<file path="src/rtl/ps2_pkg.sv">
// rtl/ps2_pkg.sv - shared types and constants for the PS/2 receiver
//
// Contents:
//   ps2_state_t            frame decoder state (IDLE, DATA, PARITY, STOP)
//   START_BIT / STOP_BIT   line levels that open and close a frame
//   DATA_BITS              payload bits per frame, sent LSB first
//   DEFAULT_FILTER_LEN     default depth of the PS2_CLK glitch filter
//   DEFAULT_TIMEOUT_CYCLES default mid-frame idle limit (1 ms at 25 MHz)
//   TIMEOUT_CNT_W          width of the optional mid-frame timeout counter
//   odd_parity_ok()        true when data plus parity bit carry an odd number of ones

package ps2_pkg;

  typedef enum logic [1:0] {
    IDLE   = 2'd0,
    DATA   = 2'd1,
    PARITY = 2'd2,
    STOP   = 2'd3
  } ps2_state_t;

  localparam logic START_BIT = 1'b0;
  localparam logic STOP_BIT  = 1'b1;
  localparam int   DATA_BITS = 8;

  localparam int DEFAULT_FILTER_LEN     = 8;
  localparam int DEFAULT_TIMEOUT_CYCLES = 25000;
  localparam int TIMEOUT_CNT_W          = 15;

  function automatic logic odd_parity_ok(input logic [7:0] data, input logic par);
    return ^{data, par};
  endfunction

endpackage

</file>
<file path="src/rtl/ps2_line_filter.sv">
// rtl/ps2_line_filter.sv - PS/2 pin synchronizer and clock glitch filter
//
// Ports:
//   clk        in   system clock; all logic runs on the rising edge
//   rst_n      in   asynchronous active-low reset
//   ps2_clk    in   raw PS/2 clock pin (asynchronous)
//   ps2_data   in   raw PS/2 data pin (asynchronous)
//   data_sync  out  synchronized PS/2 data
//   strobe     out  one-cycle pulse on each filtered PS/2 clock falling edge
//
// The filtered clock changes only after FILTER_LEN identical synchronized
// samples. Any shorter pulse is ignored. The filtered clock is registered, and
// strobe is registered in the same cycle as the filtered clock's 1->0 change.
// A clean pin fall therefore yields strobe 2 + FILTER_LEN + 1 cycles later.

module ps2_line_filter
  import ps2_pkg::*;
#(
  parameter int FILTER_LEN = DEFAULT_FILTER_LEN
) (
  input  logic clk,
  input  logic rst_n,
  input  logic ps2_clk,
  input  logic ps2_data,
  output logic data_sync,
  output logic strobe
);

  logic [1:0]            clk_meta;
  logic [1:0]            data_meta;
  logic [FILTER_LEN-1:0] clk_hist;
  logic                  clk_filt;

  // Every register resets to 1, the PS/2 idle level, so that releasing
  // reset never looks like a falling edge.
  always_ff @(posedge clk or negedge rst_n) begin
    if (!rst_n) begin
      clk_meta  <= 2'b11;
      data_meta <= 2'b11;
      clk_hist  <= '1;
      clk_filt  <= 1'b1;
      strobe    <= 1'b0;
    end else begin
      clk_meta  <= {clk_meta[0], ps2_clk};
      data_meta <= {data_meta[0], ps2_data};
      clk_hist  <= {clk_hist[FILTER_LEN-2:0], clk_meta[1]};
      strobe    <= 1'b0;
      if (clk_hist == '0) begin
        clk_filt <= 1'b0;
        // Pulse only on the transition, not while the filtered clock stays low.
        strobe   <= clk_filt;
      end else if (&clk_hist) begin
        clk_filt <= 1'b1;
      end
    end
  end

  assign data_sync = data_meta[1];

endmodule

</file>
<file path="src/rtl/ps2_rx.sv">
// rtl/ps2_rx.sv - PS/2 keyboard receiver with valid/ready byte output
//
// Ports:
//   CLK_25MHZ   in   system clock
//   RESET_N     in   asynchronous active-low reset
//   PS2_CLK     in   raw PS/2 clock
//   PS2_DATA    in   raw PS/2 data
//   RX_DATA     out  received byte; valid while RX_VALID=1
//   RX_VALID    out  holding register full
//   RX_READY    in   consumer pops the byte when RX_VALID && RX_READY
//   ERR_PARITY  out  one-cycle pulse: odd parity violated
//   ERR_FRAME   out  one-cycle pulse: stop bit 0, or mid-frame timeout
//   OVERRUN     out  one-cycle pulse: good byte dropped because the holding register was full
//
// Build option PS2_RX_TIMEOUT_EN adds a mid-frame watchdog. The decoder then
// returns to IDLE with ERR_FRAME after TIMEOUT_CYCLES clocks without a strobe.
// Without this option, a stalled frame is cleared only by reset.

module ps2_rx
  import ps2_pkg::*;
#(
  parameter int FILTER_LEN     = DEFAULT_FILTER_LEN,
  parameter int TIMEOUT_CYCLES = DEFAULT_TIMEOUT_CYCLES
) (
  input  logic       CLK_25MHZ,
  input  logic       RESET_N,
  input  logic       PS2_CLK,
  input  logic       PS2_DATA,
  output logic [7:0] RX_DATA,
  output logic       RX_VALID,
  input  logic       RX_READY,
  output logic       ERR_PARITY,
  output logic       ERR_FRAME,
  output logic       OVERRUN
);

  logic       data_s;
  logic       strobe;
  ps2_state_t state;
  logic [2:0] bit_cnt;
  logic [7:0] shift_q;
  logic       parity_q;
  logic       pop;
  logic       timeout;

  ps2_line_filter #(
    .FILTER_LEN (FILTER_LEN)
  ) u_line_filter (
    .clk       (CLK_25MHZ),
    .rst_n     (RESET_N),
    .ps2_clk   (PS2_CLK),
    .ps2_data  (PS2_DATA),
    .data_sync (data_s),
    .strobe    (strobe)
  );

  assign pop = RX_VALID & RX_READY;

`ifdef PS2_RX_TIMEOUT_EN
  localparam logic [TIMEOUT_CNT_W-1:0] TIMEOUT_LAST = TIMEOUT_CNT_W'(TIMEOUT_CYCLES - 1);

  logic [TIMEOUT_CNT_W-1:0] to_cnt;

  // A strobe in the same cycle means the line is still alive, so the strobe
  // wins and the timeout is suppressed.
  assign timeout = (state != IDLE) && !strobe && (to_cnt == TIMEOUT_LAST);

  always_ff @(posedge CLK_25MHZ or negedge RESET_N) begin
    if (!RESET_N) begin
      to_cnt <= '0;
    end else if (strobe || timeout || state == IDLE) begin
      to_cnt <= '0;
    end else begin
      to_cnt <= to_cnt + 1'b1;
    end
  end
`else
  logic unused_timeout_cfg;

  assign timeout            = 1'b0;
  assign unused_timeout_cfg = (TIMEOUT_CYCLES != 0);
`endif

  always_ff @(posedge CLK_25MHZ or negedge RESET_N) begin
    if (!RESET_N) begin
      state      <= IDLE;
      bit_cnt    <= 3'd0;
      shift_q    <= 8'h00;
      parity_q   <= 1'b0;
      RX_DATA    <= 8'h00;
      RX_VALID   <= 1'b0;
      ERR_PARITY <= 1'b0;
      ERR_FRAME  <= 1'b0;
      OVERRUN    <= 1'b0;
    end else begin
      ERR_PARITY <= 1'b0;
      ERR_FRAME  <= 1'b0;
      OVERRUN    <= 1'b0;

      // A load in the STOP branch below overrides this clear.
      if (pop) begin
        RX_VALID <= 1'b0;
      end

      if (timeout) begin
        state     <= IDLE;
        ERR_FRAME <= 1'b1;
      end else if (strobe) begin
        case (state)
          IDLE: begin
            // A high sample is a stray edge; stay idle without an error.
            if (data_s == START_BIT) begin
              state   <= DATA;
              bit_cnt <= 3'd0;
            end
          end
          DATA: begin
            shift_q <= {data_s, shift_q[7:1]};
            bit_cnt <= bit_cnt + 3'd1;
            if (bit_cnt == 3'(DATA_BITS - 1)) begin
              state <= PARITY;
            end
          end
          PARITY: begin
            parity_q <= data_s;
            state    <= STOP;
          end
          STOP: begin
            state <= IDLE;
            if (data_s != STOP_BIT) begin
              ERR_FRAME <= 1'b1;
            end else if (!odd_parity_ok(shift_q, parity_q)) begin
              ERR_PARITY <= 1'b1;
            end else if (!RX_VALID || RX_READY) begin
              RX_DATA  <= shift_q;
              RX_VALID <= 1'b1;
            end else begin
              OVERRUN <= 1'b1;
            end
          end
          default: begin
            state <= IDLE;
          end
        endcase
      end
    end
  end

endmodule
</file>
<file path="config.mk">
export PLATFORM = sky130hd
export DESIGN_NAME = ps2_rx
export DESIGN_NICKNAME = d
export VERILOG_FILES = /design/src/rtl/ps2_pkg.sv /design/src/rtl/ps2_line_filter.sv /design/src/rtl/ps2_rx.sv
export SDC_FILE = /design/constraint.sdc
export NUM_CORES = 1
export LEC_CHECK = 0
export CORE_MARGIN = 2
export CORE_UTILIZATION = 29
export DETAILED_ROUTE_END_ITERATION = 10
export GPL_TIMING_DRIVEN = 0
export PLACE_DENSITY = 0.46
export SYNTH_ARGS = -nofsm -noshare
export SYNTH_HDL_FRONTEND = slang
export SYNTH_SLANG_ARGS = --single-unit
</file>
<file path="constraint.sdc">
create_clock -name CLK_25MHZ -period 2.43 [get_ports CLK_25MHZ]
set_input_delay 0.3645 -clock CLK_25MHZ [delete_from_list [all_inputs] [get_ports CLK_25MHZ]]
set_output_delay 0.3645 -clock CLK_25MHZ [all_outputs]
set_load 0.05 [all_outputs]
</file>
---- After elaboration in Yosys (flattened, before gate mapping) ----
Index checks and enable logic that the tools add are counted.
cells by class
  add/sub/neg operators ................... 1
  multipliers ............................. 0
  divide/modulo/power cells ............... 0
  magnitude comparators ................... 0
  equality and inequality tests ........... 6
  shift-type cells ........................ 0
  mux-type cells .......................... 26
  bitwise logic cells ..................... 1
  reductions and logical operators ........ 13
operator list
  kind                   number
  $mux W1                21
  $reduce_xor A9 Y1      1
  $logic_not A8 Y1       1
  $pmux W2 S4            1
  $reduce_and A8 Y1      1
  $pmux W3 S2            1
  $reduce_and A3 Y1      2
  $reduce_and A5 Y1      1
  $eq A2 B2 Y1 const B   2
  $mux W2                2
  $ne A2 B2 Y1 const B   2
  $reduce_and A2 Y1      2
  $reduce_bool A2 Y1     2
  $add A3 B1 Y3 const B  1
  $eq A3 B3 Y1 const B   1
  $mux W3                1
  $eq A2 B1 Y1 const B   1
  $logic_not A2 Y1       1
  $and A1 B1 Y1          1
  $logic_not A1 Y1       1
  $logic_or A1 B1 Y1     1
word-level totals
  register bits after elaboration ......... 40
  bits in latches ......................... 0
  memory bits (writable) .................. 0
  memory bits (read-only) ................. 0
  input port bits ......................... 5
  output and inout port bits .............. 12
  logic and storage cells ................. 61
  memories ................................ 0

---- Longest topological paths before layout ----
Gate-level depths: netlist of run 1.
  word-level depth ........................ 7
  depth in mapped cells ................... 6
  gate-level depth less buffers ........... 6

---- Cells and area by module ----
A second synthesis of run 1 with hierarchy kept.
second synthesis, totals
  cells, all modules ...................... 112
  area, all modules ....................... 1,625.3 um^2
by module, submodules not included
  module           instances  cells each  area each (um^2)
  ps2_rx           1          89          1,198.6
  ps2_line_filter  1          23          426.7

---- Worst setup path before layout of run 1 ----
No wires, ideal clock.
  kind .................................... register -> register
  start ................................... register shift_q[1]
  end ..................................... register RX_DATA[0]
  data arrival time ....................... 1.670 ns
  required time ........................... 2.305 ns
  path slack .............................. 0.635 ns
  cell stages (with the launch flop) ...... 5
  path through ............................ dfrtp_1 > xor2_1 > xnor3_2 > mux2i_4 > mux2_2
between the ends
  cells in the longest elaborated chain, start to end .. 2
ends and longest elaborated chain
  item                         line           source
  from (decl)                  ps2_rx.sv:41   logic [7:0] shift_q;
  from (signal assigned)       ps2_rx.sv:118  shift_q <= {data_s, shift_q[7:1]};
  $reduce_xor A9 Y1            ps2_pkg.sv:30  return ^{data, par};
  $reduce_and A5 Y1 (no line)  --
  to (signal assigned)         ps2_rx.sv:135  RX_DATA <= shift_q;
  to (decl)                    ps2_rx.sv:29   output logic [7:0] RX_DATA,
No other way between the ends.
A chain may end at the register's enable or synchronous reset.

---- Worst setup path after layout of run 1 ----
  start ................................... register shift_q[1]
  end ..................................... register RX_DATA[3]
Same word-level chain as after synthesis.

==> results of run 1 <==
power by group through the flow:
stage / sequential (mW) / clock (mW) / combinational, mW
detailed placement: 0.707 / 0 / 0.0246
global placement: 0.707 / 0 / 0.0248
finish: 0.695 / 0.496 / 0.0231
CTS: 0.695 / 0.520 / 0.0246
global route: 0.698 / 0.550 / 0.0278
floorplan: 0.705 / 0 / 0.00479
flip-flops by register name (all words and copies together), names as in the netlist:
signal and flops:
OVERRUN 1, RX_DATA 8, u_line_filter.clk_hist 8, u_line_filter.clk_meta 2, u_line_filter.strobe 1, bit_cnt 3
ERR_FRAME 1, state 2, RX_VALID 1, u_line_filter.clk_filt 1, ERR_PARITY 1, shift_q 8
parity_q 1, u_line_filter.data_meta 2
routing by layer:
metal,share of wire,routed length (um)
met5,0,0
met1,0.50,1219
met3,0.042,103
met2,0.45,1081
met4,0.0095,23
placed cells by master (no fill, tap or decap):
cell,count
o21ai_0,4
mux2i_4,1
dfrtp_1,27
nor3b_1,1
nand4_1,2
nor3_1,3
xor2_1,1
dfstp_2,13
nand2b_1,1
clkinv_2,1
a22o_1,2
nor2b_1,2
nor4_1,2
xnor3_2,1
xnor2_1,3
clkbuf_8,5
and2_1,1
ha_1,7
inv_1,4
nand2_1,4
clkinvlp_4,1
nor2_1,2
a21oi_1,2
nand3_1,1
xnor3_1,1
clkbuf_16,1
clkdlybuf4s50_1,15
buf_2,1
mux2_2,19
a21boi_0,1
per-stage QoR:
stage / instances / utilization / hold WS (ns)
after floorplan: 105 / - / 0.06891
after global placement: 191 / 0.3536 / 0.3469
after detailed placement: 191 / 0.3526 / 0.3476
after CTS: 199 / 0.3731 / 0.2137
after global routing: 199 / 0.3731 / 0.2494
final: 199 / 0.3731 / 0.1858
worst min path at each step:
stage                                 end  slack (ns)  depth (start not counted)
5_1_grt                        RX_DATA[4]        0.25                          1
6_report                       RX_DATA[4]        0.19                          1
4_1_cts                        RX_DATA[4]        0.21                          1
2_1_floorplan                   ERR_FRAME        0.07                          0
3_5_place_dp    u_line_filter.clk_hist[0]        0.35                          0
3_3_place_gp   u_line_filter.data_meta[1]        0.35                          0
critical path: stages (launching register included):
cell and delay, ns:
dfrtp_1 0.42, xor2_1 0.17, xnor3_2 0.46, mux2i_4 0.41
mux2_2 0.38
cells by family (layout without fill, tap and decap cells):
kind of cell	after synthesis	after routing	synth area share
xor gates and xnor gates	6	6	0.05106
muxes	20	20	0.1485
and+or+nand+nor	19	19	0.06284
buffers and inverters	4	28	0.009424
adders and majority gates	7	7	0.05499
DFF	40	40	0.6387
AOI/OAI and AO/OA	9	9	0.03457
layout make-up:
type	count	area, sq um
inverter	4	15.01
timing repair buffer	16	155.1
clock inverter	2	12.51
tap	70	87.58
fill	526	3263
sequential	40	1017
clock buffer	6	93.84
multi-input combinational	61	560.5
==> reports/results.txt, run 1 <==
GRT met3 Usage: 0.03563
Max rail drop VDD: 402.7 uV
Leak: 0.8769 nW
DP Wirelength: 1647 um
Tmin final: 1.960 ns
H-tree depth: 2
Worst R2R End: RX_DATA[3]
Combinational share of power: 0.019
GR Util All Layers: 0.08981
Layout Cell Area excl Fill: 1942 sq um
Crit share post-route: 0.8065
Tot Pwr: 1.214 mW
Die Wd: 78.11 um
Wire per inst: 12.20 um
Critical path endpoint category: flip-flop
Initial core utilization: 0.3060
Worst flop-to-flop path startpoint: shift_q[1]
Slew headroom: 0.4189
Critical path peak fanout: 8
Worst Max-Slew Pin Slew: 0.8716 ns
Setup crit end: RX_DATA[3]
Vias: 856
Synth Flop Type: dfrtp_1
Post-synth top area cell: dfrtp_1
Worst setup path start: shift_q[1]
Synth cell types: 24
Setup violations, final: 0
Post-DP Area: 1836 sq um
Post-Syn Area: 1593 sq um
Worst skew pair latency: 0.29 ns
Max-Cap Viols: 0
Core area: 5205 sq um
Pwr Density: 625.2 nW/um^2
Post-CTS setup buffer count: 0
I/O pin cnt: 17
Most frequent cells after synthesis: dfrtp_1, mux2_2, dfstp_2
Clock share of power: 0.408
Worst Slack Setup Final: 0.4702 ns
Int Pwr: 0.9571 mW
GP Congestion: 0.6489
Initial antenna violation count: 0
Vias per inst: 4.302
RSZ-0062 raised after global routing: false
Clock-pin slew on the worst setup and hold paths: 0.08 ns
Switch share: 0.2116
Post-Syn Instances: 105
Post-synth top area share: 0.4242
Port Buffers: 16
Fin. Hold Viols: 0
Setup_tns: 0 ns
Met1 usage: 0.1241
Largest net degree at the start of global routing: 41
Worst R2R Path Depth: 4
Startpoint types: flip-flop
Ant diodes: 0
DIE HEIGHT: 78.11 um
Layout cells sized above 1: 0.3333
Post-synthesis area per instance: 15.17 sq um
Top cells by area, synth: dfrtp_1, dfstp_2, mux2_2, ha_1, xnor2_1
FFs w/ async S/R, synth: 1.000
Vias in the first global route: 848
Clock sinks: 40
Met2 Usage GRT: 0.1250
Crit Path Class: flip-flop to flip-flop
Final Skew: 0.003881 ns
Number of flops mapped to enable cells by yosys: 0
Sequential fraction of design power: 0.573
CP required: 2.61 ns
Synth-to-Final Area Change: 21.92%
Die Area: 6101 sq um
Yosys warns: 0
Max Fclk: 510.3 MHz
Post-cts sizing count: 0
Layer carrying the most global-route usage: met2
Grt ovf: 0
First-pass GRT wire length: 4195 um
Initial DRC count: 31
Final Slew Violations: 0
CTS tree: done
DRC violations left: 0
Critical Path AT: 2.14 ns
Post-layout nets: 140
First-pass detailed-route iteration total: 3
Status: completed
Post-Syn Nets: 117
P_sw: 0.2569 mW
Post-CTS Hold Fix Bufs: 0
Most frequent cell after synthesis: dfrtp_1
Clk buf depth: 2
Routed WL: 2427 um
Num rows: 26
Root Buffer: clkbuf_8
Sequential element share of the synthesized area: 0.6386
Worst hold path class: input pin to asynchronous set/reset pin
Total CTS buffers: 5
DP Worst Slack: 0.4669 ns
Synth Register Bits: 40
Antenna Nets Post-Route: 0
R2r setup slk: 0.47 ns
Power figures use the tool's default switching activity.
==> run 2, diff against run 1 <==
--- a/config.mk
+++ b/config.mk
@@ -9,7 +9,7 @@
 export CORE_UTILIZATION = 29
 export DETAILED_ROUTE_END_ITERATION = 10
 export GPL_TIMING_DRIVEN = 0
-export PLACE_DENSITY = 0.46
+export PLACE_DENSITY = 0.47
 export SYNTH_ARGS = -nofsm -noshare
 export SYNTH_HDL_FRONTEND = slang
 export SYNTH_SLANG_ARGS = --single-unit
==> constraint.sdc (replaced) <==
create_clock -name CLK_25MHZ -period 1.6 [get_ports CLK_25MHZ]
set_input_delay 0.24 -clock CLK_25MHZ [delete_from_list [all_inputs] [get_ports CLK_25MHZ]]
set_output_delay 0.24 -clock CLK_25MHZ [all_outputs]
set_load 0.05 [all_outputs]
==> reports/results.txt, run 2 (synthesis gave the netlist of run 1 again) <==
Synth-to-Final Area Change: 29.77%
Met2 Usage GRT: 0.1526 (+0.02759)
Final Skew: 0.005033 ns (+0.001152 ns)
Initial antenna violation count: 0 (unchanged)
Clock-pin slew on the worst setup and hold paths: 0.08 ns (about the same)
Critical path peak fanout: 8 (unchanged)
Sequential fraction of design power: 0.567 (-0.006)
Initial DRC count: 10 (-68%)
Max-Cap Viols: 0 (unchanged)
DRC violations left: 0 (unchanged)
Vias: 905 (+5.7%)
RSZ-0062 raised after global routing: true
Clock sinks: 40 (unchanged)
Vias per inst: 4.393 (+2.1%)
Clk buf depth: 2 (unchanged)
Fillers: 504 (-4.2%)
Int Pwr: 1.463 mW (+53%)
Failing checks: setup timing
Layer carrying the most global-route usage: met2
Crit share post-route: 1.144 (+0.3378)
Setup_tns: -2.097 ns (-2.097 ns)
Die Wd: 78.11 um (unchanged)
Num rows: 26 (unchanged)
Max rail drop VDD: 634.0 uV (+57%)
Setup violations, final: 11 (+11)
First-pass GRT wire length: 4747 um (+13%)
Tmin final: 1.831 ns (-0.1289 ns)
Post-layout nets: 147 (+5.0%)
Vias in the first global route: 1033 (+22%)
Wire per inst: 12.46 um (+2.1%)
GR Util All Layers: 0.1002 (+0.01043)
GRT met3 Usage: 0.03563 (unchanged)
Total CTS buffers: 5 (unchanged)
Worst skew pair latency: 0.29 ns (about the same)
I/O pin cnt: 17 (unchanged)
CTS tree: done
Switch share: 0.2146 (+0.002971)
DP Wirelength: 1750 um (+6.3%)
Clock share of power: 0.414 (+0.006)
Tot Pwr: 1.863 mW (+53%)
Combinational share of power: 0.019 (about the same)
Port Buffers: 16 (unchanged)
Worst Slack Setup Final: -0.2309 ns (-0.7011 ns)
Critical path endpoint category: flip-flop
Critical Path AT: 2.01 ns (-0.13 ns)
Final Slew Violations: 0 (unchanged)
Worst hold path class: input pin to asynchronous set/reset pin
Status: finished, violations left
Layout cells sized above 1: 0.4265 (+0.09314)
P_sw: 0.3997 mW (+56%)
Die Area: 6101 sq um (unchanged)
Post-CTS Hold Fix Bufs: 0 (unchanged)
Ant diodes: 0 (unchanged)
Largest net degree at the start of global routing: 41 (unchanged)
Slew headroom: 0.4267 (+0.007734)
Met1 usage: 0.1272 (+0.003129)
Crit Path Class: flip-flop to flip-flop
Leak: 1.019 nW (+16%)
Worst Max-Slew Pin Slew: 0.8600 ns (-0.01160 ns)
Root Buffer: clkbuf_8
Grt ovf: 0 (unchanged)
Fin. Hold Viols: 0 (unchanged)
First-pass detailed-route iteration total: 3 (unchanged)
Fin util: 0.3971 (+0.02404)
Routed WL: 2566 um (+5.7%)
Largest registers: RX_DATA: 8 flops, shift_q: 8 flops, u_line_filter.clk_hist: 8 flops
Pwr Density: 901.2 nW/um^2 (+44%)
Max Fclk: 546.2 MHz (+7.0%)
Antenna Nets Post-Route: 0 (unchanged)
H-tree depth: 2 (unchanged)
Initial core utilization: 0.3060 (unchanged)
Commonest non-fill, non-tap cell in the layout: dfrtp_1
Commonest cells after routing, fill and taps aside: dfrtp_1, dfstp_2, dlygate4sd2_1
GP Congestion: 0.6809 (+4.9%)
DIE HEIGHT: 78.11 um (unchanged)
CP required: 1.77 ns (-0.84 ns)
Core area: 5205 sq um (unchanged)
Startpoint types: flip-flop
==> run 2: changes by cell type in the layout (fill, tap and decap cells not counted), moves of 5 or more <==
| cell | before | now |
|---|---|---|
| mux2_4 | 0 | 8 |
| dlygate4sd2_1 | 0 | 12 |
| buf_4 | 0 | 5 |
| mux2_2 | 19 | 11 |
| clkdlybuf4s50_1 | 15 | 3 |
==> run 2: path summary, 6_finish.rpt <==
check | startpoint | end | slack (ns) | depth (start not counted)
max in group asynchronous | RESET_N | parity_q | 1.01 | 1
min | RESET_N | RX_DATA[4] | 0.06 | 1
min reg2reg | u_line_filter.data_meta[0] | u_line_filter.data_meta[1] | 0.36 | 0
max reg2reg | shift_q[3] | RX_DATA[2] | -0.23 | 5
max | shift_q[3] | RX_DATA[2] | -0.23 | 5
min in group CLK_25MHZ | PS2_CLK | u_line_filter.clk_meta[0] | 0.35 | 1
==> run 2: cell type report <==
cell class | instances | area (sq um) | area share
repair buffers | 23 | 209.0 | 0.1011
clock buffers | 6 | 93.84 | 0.04540
flip-flops and latches | 40 | 1017 | 0.4921
inverters | 4 | 15.01 | 0.007264
well taps | 70 | 87.58 | 0.04237
multi-input cells | 61 | 629.4 | 0.3045
clock inverters | 2 | 15.01 | 0.007264
==> run 2: worst max-delay path: stages, from the launching register on <==
cell	delay, ns
dfrtp_1	0.41
xnor2_1	0.16
xnor3_2	0.49
mux2i_4	0.21
buf_12	0.16
mux2_4	0.29
==> run 2: power by group through the flow <==
stage               Combinational, mW  Clock, mW  Sequential [mW]
floorplan                     0.00728          0             1.07
global placement               0.0374          0             1.07
detailed placement             0.0377          0             1.07
CTS                            0.0374      0.804             1.06
global route                   0.0422      0.856             1.06
finish                         0.0354      0.771             1.06
==> run 2: routing by layer <==
| layer | routed length, um | vias up | share of wire |
|---|---|---|---|
| met5 | 0 | - | 0 |
| met4 | 39 | 0 | 0.015 |
| met3 | 110 | 4 | 0.043 |
| met2 | 1218 | 14 | 0.47 |
| met1 | 1197 | 458 | 0.47 |
| li1 | - | 429 | - |
==> run 2: through the flow <==
| stage | instance area (sq um) | hold slack [ns] | setup slack, ns | cells |
|---|---|---|---|---|
| finish | 2067 | 0.05784 | -0.2309 | 206 |
| global route | 2067 | 0.1090 | -0.3201 | 206 |
| CTS | 2013 | 0.08351 | -0.2713 | 203 |
| detailed placement | 1836 | 0.3468 | -0.3462 | 191 |
| global placement | 1841 | 0.3474 | -0.6307 | 191 |
| floorplan | 1593 | -0.05559 | -0.1786 | 105 |
==> run 2: what timing repair did <==
action	4_1_cts	5_1_grt
gates resized for setup	23	9
buffers inserted	4	3
hold endpoints to repair	0	0
gates cloned	0	0
setup endpoints to repair	22	24
pin swaps	2	3
